**src/rtl/demux8_rr_scheduler.sv**
```systemverilog
// Round-robin scheduler for the 8-way demux datapath: routes one upstream
// valid/ready stream to one enabled destination at a time, in fixed-length bursts.
module demux8_rr_scheduler #(
  parameter int DATA_W    = 1,
  parameter int BURST     = 4,
  parameter int STALL_MAX = 16
) (
  input  logic              clk,
  input  logic              rst_n,
  input  logic [7:0]        chan_en,
  input  logic [7:0]        dst_ready,
  input  logic              in_valid,
  input  logic [DATA_W-1:0] in_data,
  output logic              in_ready,
  output logic [2:0]        sel,
  output logic [DATA_W-1:0] dout,
  output logic [7:0]        dvalid,
  output logic              busy
);

  localparam logic [7:0] BURST_LAST = 8'(BURST - 1);
  localparam logic [7:0] STALL_LAST = 8'(STALL_MAX - 1);

  typedef enum logic [1:0] {
    ST_IDLE   = 2'd0,
    ST_SEARCH = 2'd1,
    ST_XFER   = 2'd2
  } state_t;

  state_t              state_r, state_nxt_s;
  logic [2:0]          ptr_r, ptr_nxt_s;
  logic [2:0]          sel_r, sel_nxt_s;
  logic [7:0]          beat_cnt_r, beat_cnt_nxt_s;
  logic [7:0]          stall_cnt_r, stall_cnt_nxt_s;
  logic [DATA_W-1:0]   dout_r, dout_nxt_s;
  logic [7:0]          dvalid_r, dvalid_nxt_s;
  logic                busy_r, busy_nxt_s;
  logic                in_ready_s;
  logic [3:0]          pick_s;

  // First enabled destination after ptr (ptr itself last); bit 3 flags a hit.
  function automatic logic [3:0] rr_pick(input logic [7:0] en, input logic [2:0] ptr);
    logic [3:0] res;
    logic [2:0] idx;
    res = 4'd0;
    for (int k = 8; k >= 1; k--) begin
      idx = ptr + 3'(k);
      if (en[idx]) begin
        res = {1'b1, idx};
      end
    end
    return res;
  endfunction

  assign pick_s     = rr_pick(chan_en, ptr_r);
  assign in_ready_s = (state_r == ST_XFER) & chan_en[sel_r] & dst_ready[sel_r];

  // Next-state, counter and output-register computation.
  always_comb begin
    state_nxt_s     = state_r;
    ptr_nxt_s       = ptr_r;
    sel_nxt_s       = sel_r;
    beat_cnt_nxt_s  = beat_cnt_r;
    stall_cnt_nxt_s = stall_cnt_r;
    dout_nxt_s      = dout_r;
    dvalid_nxt_s    = 8'd0;
    case (state_r)
      ST_IDLE: begin
        if (chan_en != 8'd0) begin
          state_nxt_s = ST_SEARCH;
        end else begin
          state_nxt_s = ST_IDLE;
        end
      end
      ST_SEARCH: begin
        if (pick_s[3]) begin
          sel_nxt_s       = pick_s[2:0];
          beat_cnt_nxt_s  = 8'd0;
          stall_cnt_nxt_s = 8'd0;
          state_nxt_s     = ST_XFER;
        end else begin
          state_nxt_s = ST_IDLE;
        end
      end
      ST_XFER: begin
        if (!chan_en[sel_r]) begin
          ptr_nxt_s   = sel_r;
          state_nxt_s = ST_SEARCH;
        end else if (!dst_ready[sel_r]) begin
          // Destination stalled: skip it once the limit is hit.
          if (stall_cnt_r == STALL_LAST) begin
            ptr_nxt_s   = sel_r;
            state_nxt_s = ST_SEARCH;
          end else begin
            stall_cnt_nxt_s = stall_cnt_r + 8'd1;
          end
        end else begin
          stall_cnt_nxt_s = 8'd0;
          if (in_valid) begin
            beat_cnt_nxt_s = beat_cnt_r + 8'd1;
            dvalid_nxt_s   = 8'd1 << sel_r;
            dout_nxt_s     = in_data;
            if (beat_cnt_r == BURST_LAST) begin
              ptr_nxt_s   = sel_r;
              state_nxt_s = ST_SEARCH;
            end else begin
              state_nxt_s = ST_XFER;
            end
          end else begin
            state_nxt_s = ST_XFER;
          end
        end
      end
      default: begin
        state_nxt_s = ST_IDLE;
      end
    endcase
    busy_nxt_s = (state_nxt_s != ST_IDLE);
  end

  // State, counters and registered outputs.
  always_ff @(posedge clk or negedge rst_n) begin
    if (!rst_n) begin
      state_r     <= ST_IDLE;
      ptr_r       <= 3'd7;
      sel_r       <= 3'd0;
      beat_cnt_r  <= 8'd0;
      stall_cnt_r <= 8'd0;
      dout_r      <= '0;
      dvalid_r    <= 8'd0;
      busy_r      <= 1'b0;
    end else begin
      state_r     <= state_nxt_s;
      ptr_r       <= ptr_nxt_s;
      sel_r       <= sel_nxt_s;
      beat_cnt_r  <= beat_cnt_nxt_s;
      stall_cnt_r <= stall_cnt_nxt_s;
      dout_r      <= dout_nxt_s;
      dvalid_r    <= dvalid_nxt_s;
      busy_r      <= busy_nxt_s;
    end
  end

  assign in_ready = in_ready_s;
  assign sel      = sel_r;
  assign dout     = dout_r;
  assign dvalid   = dvalid_r;
  assign busy     = busy_r;

endmodule

```
**config.mk**
```make
export PLATFORM = sky130hd
export DESIGN_NAME = demux8_rr_scheduler
export DESIGN_NICKNAME = d
export VERILOG_FILES = /design/src/rtl/demux8_rr_scheduler.sv
export SDC_FILE = /design/constraint.sdc
export NUM_CORES = 1
export LEC_CHECK = 0
export CORE_MARGIN = 10
export CORE_UTILIZATION = 25
export CTS_CLUSTER_DIAMETER = 120
export DETAILED_ROUTE_END_ITERATION = 10
export RECOVER_POWER = 100
export SLEW_MARGIN = 40
export SYNTH_ARGS = -nofsm -noshare
export SYNTH_HDL_FRONTEND = slang
export SYNTH_SLANG_ARGS = --single-unit
```
**constraint.sdc**
```tcl
create_clock -name clk -period 3.8 [get_ports clk]
set_input_delay 0.57 -clock clk [delete_from_list [all_inputs] [get_ports clk]]
set_output_delay 0.57 -clock clk [all_outputs]
set_load 0.005 [all_outputs]
```
==> results of run 1 <==
==> synth_stat cells (4+ instances only) <==
cell type,instances
dfrtp_1,31
nand2_1,25
clkbuf_1,14
inv_1,14
a31oi_1,13
a21oi_1,12
nor2_1,12
mux2i_1,9
nand3_1,9
o21ai_0,9
mux2_2,8
mux4_2,8
nor4_1,7
nor3_1,6
a221o_1,5
nand2b_1,5
nor3b_1,5
o211ai_1,5
or4_1,5
a22oi_1,4
buf_2,4
ha_1,4
nor2b_1,4
o31ai_1,4
==> how the worst max path moves through the flow <==
stage,startpoint,endpoint
floorplan,ptr_r[1],sel[1]
global placement,chan_en[1],in_ready
detailed placement,chan_en[0],in_ready
CTS,chan_en[0],in_ready
global route,sel[0],stall_cnt_r[2]
finish,chan_en[0],in_ready
==> metrics by stage <==
stage          hold slack [ns]  power [mW]  utilization [%]
2_1_floorplan            0.274        1.62                -
3_3_place_gp             0.466        1.95             29.9
3_5_place_dp             0.472        1.98             29.9
4_1_cts                  0.487        2.32             31.0
5_1_grt                  0.516        2.48             30.9
6_report                 0.483        2.29             30.9
==> cell type report <==
class	count	area share, %
clock inverters	1	0.946
clock buffers	6	2.60
well taps	136	5.36
multi-input cells	212	50.9
flip-flops and latches	34	26.9
inverters	14	1.65
repair buffers	39	11.6
==> power breakdown <==
group / leakage, nW / total [mW] / internal [mW] / switching (mW)
Sequential: 0.447 / 0.553 / 0.439 / 0.114
Clock: 0.0573 / 0.341 / 0.210 / 0.131
Combinational: 0.763 / 1.39 / 0.604 / 0.789
==> state kept, by name, summed over array words and instances, names as in the netlist <==
signal	count
ptr_r	3
beat_cnt_r	8
sel	3
stall_cnt_r	8
dvalid	8
busy	1
dout	1
state_r	2
==> worst max-delay path, cell delays in order <==
cell and delay (ns):
dlygate4sd3_1 0.67, mux4_1 0.54, mux2i_1 0.34, or2_4 0.21
nor2_1 0.06, clkdlybuf4s50_1 0.44
==> cell families (layout without fill, tap and decap cells) <==
group                    after synthesis  after routing  synth area share [%]
AO/OA/AOI/OAI                         77             77                  20.9
XOR/XNOR                               3              3                 0.999
adder cells (fa/ha/maj)                4              4                  1.90
buffers and inverters                 37             60                  5.94
flip-flops                            34             34                  32.5
multiplexers                          28             28                  16.2
AND/OR/NAND/NOR                      100            100                  21.5
==> metal layers <==
| metal | share of wire, % | GRT usage, % |
|---|---|---|
| met5 | 0 | 0 |
| met2 | 42 | 12.9 |
| met3 | 7.1 | 2.39 |
| met1 | 50 | 13.9 |
| met4 | 1.0 | 2.43 |
==> results_dict.tcl, run 1 <==
set metrics [dict create \
    status "complete, but fails checks" \
    violations "capacitance limit, slew limit" \
    ys_types 61 \
    instances_no_fill 442 \
    syn_area_per_cell_um2 9.30 \
    htree_num_levels 2 \
    setup-tns-final_ns 0 \
    timing.fmax_ghz 0.295 \
    track_usage_pct 9.33 \
    numPortBuffers 33 \
    finalWirelength_um 6820 \
    cp.arrival_ns 2.82 \
    cts_buffer_depth 2 \
    critPathKind "input pin to output pin" \
    grt_pass1_wl_um 11600 \
    worstHoldPathType "flop to flop" \
    root_buffer "clkbuf_8" \
    synth-async-reset-ratio_pct 100 \
    hold_path_end "state_r[0]" \
    critPathCaptureType "output pin" \
    dp_slack_ns 0.515 \
    leakagePower_nw 1.27 \
    ant_nets 0 \
    io_pins 34 \
    core_area_um2 10300 \
    slew_viol_final 35 \
    fin_skew_ns 0.00906 \
    synth_seq_cells 34 \
    setup_ws_ns 0.412 \
    first_iter_violations 245 \
    ys.flop_type "dfrtp_1" \
    peakVddDrop_mv 0.230 \
    grt_max_degree 35 \
    die_w_um 123 \
    cp.required_ns 3.23 \
    num_vias 2382 \
    placed_cell_area_um2 3080 \
    antenna_found_initial 0 \
    cts_tree "done" \
    dp.cells 435 \
    r2r-end "stall_cnt_r[2]" \
    dpl.hpwl_um 4970 \
    grt_pass1_vias 2246 \
    rsz0062_at_grt "false" \
    start_util_pct 25.6 \
    reg2reg_depth 7 \
    finalSetupViolCount 0 \
    grt_overflow_total 0 \
    postCtsSetupBuffers 0 \
    layout_commonest_cell "dfrtp_1" \
    gp_congestion 0.866 \
    synth-seq-area-share_pct 32.5 \
    seqCellArea_um2 855 \
    clk_pin_slew_ns 0.06 \
    ff2ff_setup_slack_ns 0.53 \
    synth_area_leaders "dfrtp_1 (29%), mux4_2 (6.8%), nand2_1 (3.6%)" \
    whs_path_depth 1 \
    cts.repair.resized 0 \
    yosys_warnings 0 \
    fin_nets 330 \
    drc 0 \
    min_period_over_period_pct 89.2 \
    syn_to_final_growth_pct 20.7 \
    drv_cap 1 \
    worst-slew-pin-transition_ns 1.80 \
    postCtsHoldBufs 0 \
    syn_area_um2 2630 \
    p_per_area_nw_per_um2 720 \
    synth.largest_area_cell "dfrtp_1" \
    multi_input_area_um2 1620 \
    max_slew_margin_pct -20.1 \
    rows 37 \
    fin_area_um2 3180 \
    diodes 0 \
    cts.sinks 34 \
    rr_startpoint "sel[0]" \
    start_kind "input pin" \
    die-area_um2 15000 \
    drt-pass1-iter-count 4 \
    drt-wirelength-per-cell_um 15.4 \
    clk_latency_ns 0.29 \
    final_cell_mix "dfrtp_1 (31), nand2_1 (25), clkdlybuf4s50_1 (19)" \
    path_max_fanout 11 \
    n_fill_cell 1088 \
    synth_top_area_share_pct 29.5 \
    post_drt_via_cell_ratio 5.39 \
    numCtsBuffers 5 \
    fin_crit_ns 3.39 \
    drive_gt1_share_pct 11.4 \
    syn_nets 307 \
    final-hold-violation-count 0 \
    synth_edf_count 0 \
    hp-start "state_r[0]" \
    die_h_um 123 \
    netlist_instances 283 \
]
(Power assumes the default switching activity.)
==> run 2: changes to the inputs <==
==> constraint.sdc (replaced) <==
create_clock -name clk -period 3.8 [get_ports clk]
set_input_delay 0.76 -clock clk [delete_from_list [all_inputs] [get_ports clk]]
set_output_delay 0.76 -clock clk [all_outputs]
set_load 0.005 [all_outputs]
==> results_dict.tcl, run 2 (same netlist as run 1, synthesis figures left out) <==
set metrics [dict create \
    start_kind "input pin" \
    die-area_um2 15000 \
    status "complete, but fails checks" \
    drive_gt1_share_pct 12.7 \
    path_cells "dlygate4sd3_1 > mux4_1 > mux2i_1 > or2_4 > nor2_1 > clkdlybuf4s50_1" \
    postCtsHoldBufs 0 \
    diodes 0 \
    critPathCaptureType "output pin" \
    htree_num_levels 2 \
    antenna_found_initial 0 \
    grt_pass1_vias 2340 \
    post_drt_via_cell_ratio 5.30 \
    core_area_um2 10300 \
    violations "capacitance limit, slew limit" \
    dp_slack_ns 0.390 \
    cts_buffer_depth 2 \
    num_vias 2384 \
    slew_viol_final 35 \
    peakVddDrop_mv 0.224 \
    cts.sinks 34 \
    clk_pin_slew_ns 0.07 \
    dpl.hpwl_um 4940 \
    grt_overflow_total 0 \
    worstHoldPathType "flop to flop" \
    combPwrFrac_pct 61.3 \
    numCtsBuffers 5 \
    io_pins 34 \
    drt-pass1-iter-count 5 \
    setup-tns-final_ns 0 \
    postCtsSetupBuffers 0 \
    start_util_pct 25.6 \
    final-hold-violation-count 0 \
    clock_power_share_pct 12.6 \
    rows 37 \
    numPortBuffers 33 \
    p_per_area_nw_per_um2 692 \
    fin_crit_ns 3.47 \
    rsz0062_at_grt "false" \
    critPathSlowestCell "dlygate4sd3_1" \
    root_buffer "clkbuf_8" \
    cp.arrival_ns 2.71 \
    timing.fmax_ghz 0.288 \
    drc 0 \
    drt-wirelength-per-cell_um 15.1 \
    finalSetupViolCount 0 \
    grt_max_degree 35 \
    ff2ff_setup_slack_ns 0.59 \
    seq_power_share_pct 26.0 \
    worst-slew-pin-transition_ns 1.80 \
    drv_cap 1 \
    gp_congestion 0.803 \
    internal_power_mw 1.19 \
    max_slew_margin_pct -19.8 \
    die_h_um 123 \
    finalWirelength_um 6810 \
    setup_ws_ns 0.332 \
    cpPeakStageDelay_ns 0.55 \
    fin_skew_ns 0.00850 \
    die_w_um 123 \
    clk_latency_ns 0.28 \
    cp.required_ns 3.04 \
    final_cell_mix "dfrtp_1 (31), nand2_1 (25), clkdlybuf4s50_1 (18)" \
    path_max_fanout 5 \
    cts_tree "done" \
    ant_nets 0 \
    track_usage_pct 9.15 \
    cts.repair.resized 0 \
    whs_path_depth 1 \
    critPathKind "input pin to output pin" \
    min_period_over_period_pct 91.3 \
    fin_nets 337 \
    layout_commonest_cell "dfrtp_1" \
    p_sw_share_pct 45.8 \
    grt_pass1_wl_um 11600 \
    p_switching_mw 1.01 \
    reg2reg_depth 6 \
    first_iter_violations 234 \
    syn_to_final_growth_pct 20.8 \
    leakagePower_nw 1.28 \
]
[run 2: power by group through the flow]
stage,Clock [mW],Sequential [mW],Combinational (mW)
after floorplan,0,0.498,1.12
after global placement,0,0.578,1.37
after detailed placement,0,0.583,1.39
after CTS,0.285,0.576,1.40
after global routing,0.303,0.593,1.50
final,0.278,0.573,1.35
[run 2: layout make-up]
cell class	count	area, µm²
fill	1094	7100
multi-input combinational	212	1590
sequential	34	855
timing repair buffer	46	420
tap	136	170
clock buffer	7	86.3
inverter	14	52.6
clock inverter	1	5.00
[run 2: metal layers]
layer	GRT usage [%]	part of all wire, %	up-vias
met2	13.8	43	59
met1	12.7	50	1162
li1	-	-	1150
met5	0	0	-
met3	2.02	5.0	13
met4	2.95	1.6	0
[run 2: stage by stage]
step / power (mW) / cell area [µm²] / std cells / hold WS [ns] / util (%)
after floorplan: 1.62 / 2630 / 283 / 0.443 / -
after global placement: 1.94 / 3130 / 442 / 0.464 / 30.4
after detailed placement: 1.97 / 3130 / 442 / 0.468 / 30.5
after CTS: 2.26 / 3220 / 450 / 0.483 / 31.3
after global routing: 2.40 / 3180 / 450 / 0.520 / 30.9
final: 2.20 / 3180 / 450 / 0.480 / 30.9
[run 2: final timing paths]
check | startpoint | to
worst max-delay path | chan_en[0] | in_ready
min in group asynchronous | rst_n | dvalid[5]
worst max register to register | sel[0] | beat_cnt_r[4]
worst min-delay path | state_r[0] | state_r[0]
max in group asynchronous | rst_n | stall_cnt_r[1]
worst min register to register | state_r[0] | state_r[0]
[run 2: worst max-delay path, delay by kind of cell]
family | cells | cell delay, ns
buffers and inverters | 2 | 0.99
AND/OR/NAND/NOR | 2 | 0.23
multiplexers | 2 | 0.71
